--- src/rtl/div.sv ---
`default_nettype none
// ============================================================================
// div : multi-cycle restoring divider (signed/unsigned), one quotient bit/cycle
// Optional macro DIV_ZERO_FLAG_EN adds div_zero_o.   Rev 1.0
// ============================================================================
module div #(
   parameter int WIDTH = 32
) (
   input  logic               clk,
   input  logic               rst,
   input  logic               signed_div_i,
   input  logic [WIDTH-1:0]   opdata1_i,
   input  logic [WIDTH-1:0]   opdata2_i,
   input  logic               start_i,
   input  logic               annul_i,
`ifdef DIV_ZERO_FLAG_EN
   output logic               div_zero_o,
`endif
   output logic [2*WIDTH-1:0] result_o,
   output logic               ready_o
);
   localparam int            CW   = $clog2(WIDTH + 1);
   localparam logic [CW-1:0] LAST = CW'(WIDTH - 1);

   typedef enum logic [1:0] {S_FREE, S_BYZERO, S_ON, S_END} state_t;

   state_t             state_q, state_d;
   logic [CW-1:0]      cnt_q, cnt_d;
   logic [WIDTH-1:0]   dvd_q, dvd_d;
   logic [WIDTH-1:0]   dvs_q, dvs_d;
   logic [WIDTH-1:0]   rem_q, rem_d;
   logic               neg_quo_q, neg_quo_d;
   logic               neg_rem_q, neg_rem_d;
   logic [2*WIDTH-1:0] result_q, result_d;
   logic               ready_q, ready_d;
`ifdef DIV_ZERO_FLAG_EN
   logic               dz_q, dz_d;
`endif

   logic               op1_neg, op2_neg;
   logic [WIDTH-1:0]   abs1, abs2;
   logic [WIDTH:0]     trial;
   logic [WIDTH-1:0]   rem_step, quo_step;

   // dvd_q shifts the dividend out of its MSB while quotient bits enter at the LSB
   always_comb begin
      op1_neg = signed_div_i & opdata1_i[WIDTH-1];
      op2_neg = signed_div_i & opdata2_i[WIDTH-1];
      abs1    = op1_neg ? -opdata1_i : opdata1_i;
      abs2    = op2_neg ? -opdata2_i : opdata2_i;
      trial   = {rem_q, dvd_q[WIDTH-1]} - {1'b0, dvs_q};
      if (!trial[WIDTH]) begin
         rem_step = trial[WIDTH-1:0];
         quo_step = {dvd_q[WIDTH-2:0], 1'b1};
      end else begin
         rem_step = {rem_q[WIDTH-2:0], dvd_q[WIDTH-1]};
         quo_step = {dvd_q[WIDTH-2:0], 1'b0};
      end
   end

   always_comb begin
      state_d   = state_q;
      cnt_d     = cnt_q;
      dvd_d     = dvd_q;
      dvs_d     = dvs_q;
      rem_d     = rem_q;
      neg_quo_d = neg_quo_q;
      neg_rem_d = neg_rem_q;
      result_d  = result_q;
      ready_d   = ready_q;
`ifdef DIV_ZERO_FLAG_EN
      dz_d      = dz_q;
`endif
      case (state_q)
         S_FREE: begin
            ready_d  = 1'b0;
            result_d = '0;
`ifdef DIV_ZERO_FLAG_EN
            dz_d     = 1'b0;
`endif
            if (start_i && !annul_i) begin
               if (opdata2_i == '0) begin
                  state_d = S_BYZERO;
               end else begin
                  state_d   = S_ON;
                  dvd_d     = abs1;
                  dvs_d     = abs2;
                  neg_rem_d = op1_neg;
                  neg_quo_d = op1_neg ^ op2_neg;
                  cnt_d     = '0;
                  rem_d     = '0;
               end
            end
         end
         S_BYZERO: begin
            if (annul_i) begin
               state_d = S_FREE;
            end else begin
               state_d  = S_END;
               result_d = '0;
               ready_d  = 1'b1;
`ifdef DIV_ZERO_FLAG_EN
               dz_d     = 1'b1;
`endif
            end
         end
         S_ON: begin
            if (annul_i) begin
               state_d  = S_FREE;
               ready_d  = 1'b0;
               result_d = '0;
            end else begin
               rem_d = rem_step;
               dvd_d = quo_step;
               cnt_d = cnt_q + CW'(1);
               if (cnt_q == LAST) begin
                  state_d  = S_END;
                  ready_d  = 1'b1;
                  result_d = {neg_rem_q ? -rem_step : rem_step,
                              neg_quo_q ? -quo_step : quo_step};
               end
            end
         end
         S_END: begin
            if (!start_i) begin
               state_d  = S_FREE;
               ready_d  = 1'b0;
               result_d = '0;
`ifdef DIV_ZERO_FLAG_EN
               dz_d     = 1'b0;
`endif
            end
         end
         default: state_d = S_FREE;
      endcase
   end

   always_ff @(posedge clk or negedge rst) begin
      if (!rst) begin
         state_q   <= S_FREE;
         cnt_q     <= '0;
         dvd_q     <= '0;
         dvs_q     <= '0;
         rem_q     <= '0;
         neg_quo_q <= 1'b0;
         neg_rem_q <= 1'b0;
         result_q  <= '0;
         ready_q   <= 1'b0;
`ifdef DIV_ZERO_FLAG_EN
         dz_q      <= 1'b0;
`endif
      end else begin
         state_q   <= state_d;
         cnt_q     <= cnt_d;
         dvd_q     <= dvd_d;
         dvs_q     <= dvs_d;
         rem_q     <= rem_d;
         neg_quo_q <= neg_quo_d;
         neg_rem_q <= neg_rem_d;
         result_q  <= result_d;
         ready_q   <= ready_d;
`ifdef DIV_ZERO_FLAG_EN
         dz_q      <= dz_d;
`endif
      end
   end

   assign result_o = result_q;
   assign ready_o  = ready_q;
`ifdef DIV_ZERO_FLAG_EN
   assign div_zero_o = dz_q;
`endif

endmodule
`default_nettype wire

--- config.mk ---
export PLATFORM = sky130hd
export DESIGN_NAME = div
export DESIGN_NICKNAME = d
export VERILOG_FILES = /design/src/rtl/div.sv
export SDC_FILE = /design/constraint.sdc
export NUM_CORES = 1
export LEC_CHECK = 0
export CAP_MARGIN = 0
export CORE_ASPECT_RATIO = 1.4
export CORE_MARGIN = 5
export CORE_UTILIZATION = 58
export CTS_CLUSTER_DIAMETER = 60
export DETAILED_ROUTE_END_ITERATION = 12
export PLACE_DENSITY = 0.82
export SETUP_SLACK_MARGIN = 0.4
export SLEW_MARGIN = 20
export SYNTH_ARGS = -nofsm -noshare
export SYNTH_HDL_FRONTEND = slang
export SYNTH_SLANG_ARGS = --single-unit
--- constraint.sdc ---
create_clock -name clk -period 5.37 [get_ports clk]
set_input_delay 1.074 -clock clk [delete_from_list [all_inputs] [get_ports clk]]
set_output_delay 1.074 -clock clk [all_outputs]
set_load 0.005 [all_outputs]
==> metrics.txt <==
TritonCTS clock tree=built; FF/Latch Area=about 4300 sq um; DIE WIDTH=approximately 130 um; final global-route overflow total=0; Worst EP arrival=roughly 4.8 ns; highest net fanout along the worst path=10; Via density=~6.3; Synth top area share=0.347; most common cell in the netlist=nand2_1; Initial Util=0.586; Seq pwr share=0.280; Area growth syn-to-layout=17.0%; die area=about 24,000 sq um; pin count of the biggest net entering global routing=between 100 and 150; WL/cell=a little under 20 um; Reg-to-Reg Start=rem_q[13]; dpl hpwl=approximately 28 mm; Hold Fails Final Rpt=0; CP startpoint kind=register; clk_skew=a little over 0.01 ns; CTS H-Tree Depth=4; status=complete, no violations; Fillers=between 1,500 and 2,000; switching pwr=~3500 uW; post-CTS setup buffer count=0; Final Net Count=between 1,500 and 2,000; RSZ-0062 raised after global routing=false; Yosys warnings=0; antenna violations before repair=0; first-pass GRT wire length=roughly 60 mm; core footprint=approximately 21,000 sq um; Syn Std Cell Area=between 10,000 and 15,000 sq um; WL final=about 37 mm; min Tclk post-route=approximately 4.5 ns; Post-Route Setup TNS=0 ns; main area contributors after synthesis=dfrtp_1, o21ai_0, nand2_1; Logic pwr share=0.542; crit-path leading delay family=compound AO/OA/AOI/OAI gates; Setup CP Type=reg2reg; CTS buffer count=17; HP Start=result_o[10]; FMAX=about 220 MHz; Iter 0 DRT Violations=909; Slew headroom=0.344; insertion delay to the later sink of the worst-skew pair=0.44 ns; Die Ht=around 180 um; Clock Tree Buf Depth=2; CP required=between 5 and 6 ns; placed cell areas=around 14,000 sq um; flop-to-flop setup slack=slightly below 0.9 ns; Main synth FF type=dfrtp_1; Largest stage delay, worst path=roughly 0.50 ns; I/O Buffers=about 130; Netlist cell types=86; Antenna Nets Post-Route=0; #FFs+latches synth=171; setup violators final=0; root buf cell=clkbuf_16; area of the multi-input gates=between 7000 and 8000 sq um; vias in the first global route=11,700; Final Instance Count excl. Fillers=1,888; sequential share of the synthesized area=0.347; layout cells sized above 1=0.0528; Reg2Reg Depth=18; Avg Cell Area, Syn=8.07 sq um; biggest area consumer among synthesized cells=dfrtp_1; clock power share=0.178; WP buf/inv=1; cts repair resizes=0; Clock transition at path regs=approximately 0.07 ns; Slew Limit Fails=0; worst slew pin tran=approximately 0.98 ns; Hold Buf Count CTS=0; Final period util=0.834; RR Endpoint=result_o[58]; synth cell count leaders=nand2_1, o21ai_0, dfrtp_1; crit end category=register; RePlAce Congestion=about 0.94; Ports=approximately 130; WHS Path Cells=2; Synthesized Nets=between 1,500 and 2,000; total vias in the final route=roughly 12,000; leakage power=about 0.006 uW; Finished Cell Area=around 14,000 sq um; switching share of total power=0.461; DP Cell Count=1,858; CTS Sinks=roughly 170; Peak VDD IR=~310 uV; PD cells=roughly 520 nW/um^2; CP cell instances=ha_1, nand4_1, nor4_2, o211ai_2, a21oi_2, o21a_1, nor2_4, inv_2, nor2_1, a21oi_1, ha_1, nand2_1, nor4_1, mux2i_1, a2111o_1, o31ai_2, xnor2_1, o21ai_1; Rows=63; CP max stage cell=ha_1; Total GRT Usage=0.310; synthesized instance count=1,527; Crit path top cell by count=ha_1; ys async rst share=1.00; Post-route DRC=0; final hold slack=0.485 ns; EDFF count, synth=0; Hold Path Sink=result_o[10]; drt pass-1 iters=6; max cap viols=0; Hold Crit Class=reg2reg; ANT cells=0; Int Power=roughly 4000 uW
-- worst max path at each step --
stage                    to          start  cells past startpoint
2_1_floorplan  result_o[58]      dvd_q[31]                     23
3_3_place_gp      dvd_q[31]  opdata2_i[11]                     13
3_5_place_dp      dvd_q[31]  opdata2_i[11]                     13
4_1_cts        result_o[58]      rem_q[10]                     18
5_1_grt        result_o[58]      rem_q[10]                     18
6_report       result_o[58]      rem_q[13]                     18
-- cell type report --
type                    instances  share of cell area
clock buffers                  18              0.0304
clock inverters                12              0.0130
inverters                      58              0.0151
multi-input cells            1217               0.518
flip-flops and latches        171               0.297
well taps                     260              0.0226
repair buffers                152               0.104
-- flip-flops by register name (all words and copies together), names as in the netlist --
name and cells:
cnt_q 6, dvd_q 32, dvs_q 32, neg_quo_q 1
neg_rem_q 1, ready_o 1, rem_q 32, result_o 64
state_q 2
-- power groups by stage --
| stage | registers (uW) | logic [uW] | clock network, uW |
|---|---|---|---|
| after global routing | 2160 | 4480 | 1400 |
| final | 2110 | 4090 | 1340 |
| after global placement | 2100 | 3960 | 0 |
| after detailed placement | 2110 | 4000 | 0 |
| after CTS | 2100 | 4040 | 1350 |
| after floorplan | 1980 | 2810 | 0 |
-- layer usage --
| metal | track usage | share of wire | vias to the layer above |
|---|---|---|---|
| met5 | 0 | 0 | - |
| met1 | 0.341 | 0.37 | 5671 |
| met3 | 0.0438 | 0.051 | 144 |
| li1 | - | - | 5648 |
| met2 | 0.558 | 0.51 | 448 |
| met4 | 0.193 | 0.066 | 0 |
-- cell families (layout without fill, tap and decap cells) --
family	Yosys count	count (layout)	synth area share
AO/OA/AOI/OAI	476	476	0.239
XOR/XNOR	134	134	0.0952
adder cells (fa/ha/maj)	42	42	0.0433
buffers and inverters	139	240	0.0467
flip-flops	171	171	0.347
multiplexers	31	31	0.0256
AND/OR/NAND/NOR	534	534	0.203
-- cell usage in the layout, fill, tap and decap left out, types with 17 or more instances in the layout --
master	instances
mux2i_1	27
clkbuf_16	17
or3_1	20
clkdlybuf4s50_1	132
nand3_1	47
dfrtp_1	171
ha_1	40
nor3_1	35
a21oi_1	104
o21ai_0	173
nor4_1	21
nand2_1	216
xor2_1	66
inv_1	55
buf_4	17
xnor2_1	68
nor2_1	108
o21ai_1	41
o31ai_1	30
-- through the flow --
step                      power, uW  setup slack, ns   util
after floorplan                4790            0.748      -
after global placement         6060            0.644  0.656
after detailed placement       6120            0.594  0.656
after CTS                      7490            0.979  0.685
after global routing           8050            0.555  0.685
final                          7540            0.893  0.685
-- worst reg2reg max path, delay by kind of cell, from the launching register on --
kind	cells	cell delay [ns]
and+or+nand+nor	6	1.15
muxes	1	0.16
buffers and inverters	1	0.15
AOI/OAI and AO/OA	7	1.53
DFF	1	0.48
xor gates and xnor gates	1	0.14
adders and majority gates	2	0.74
(Power assumes the default switching activity.)
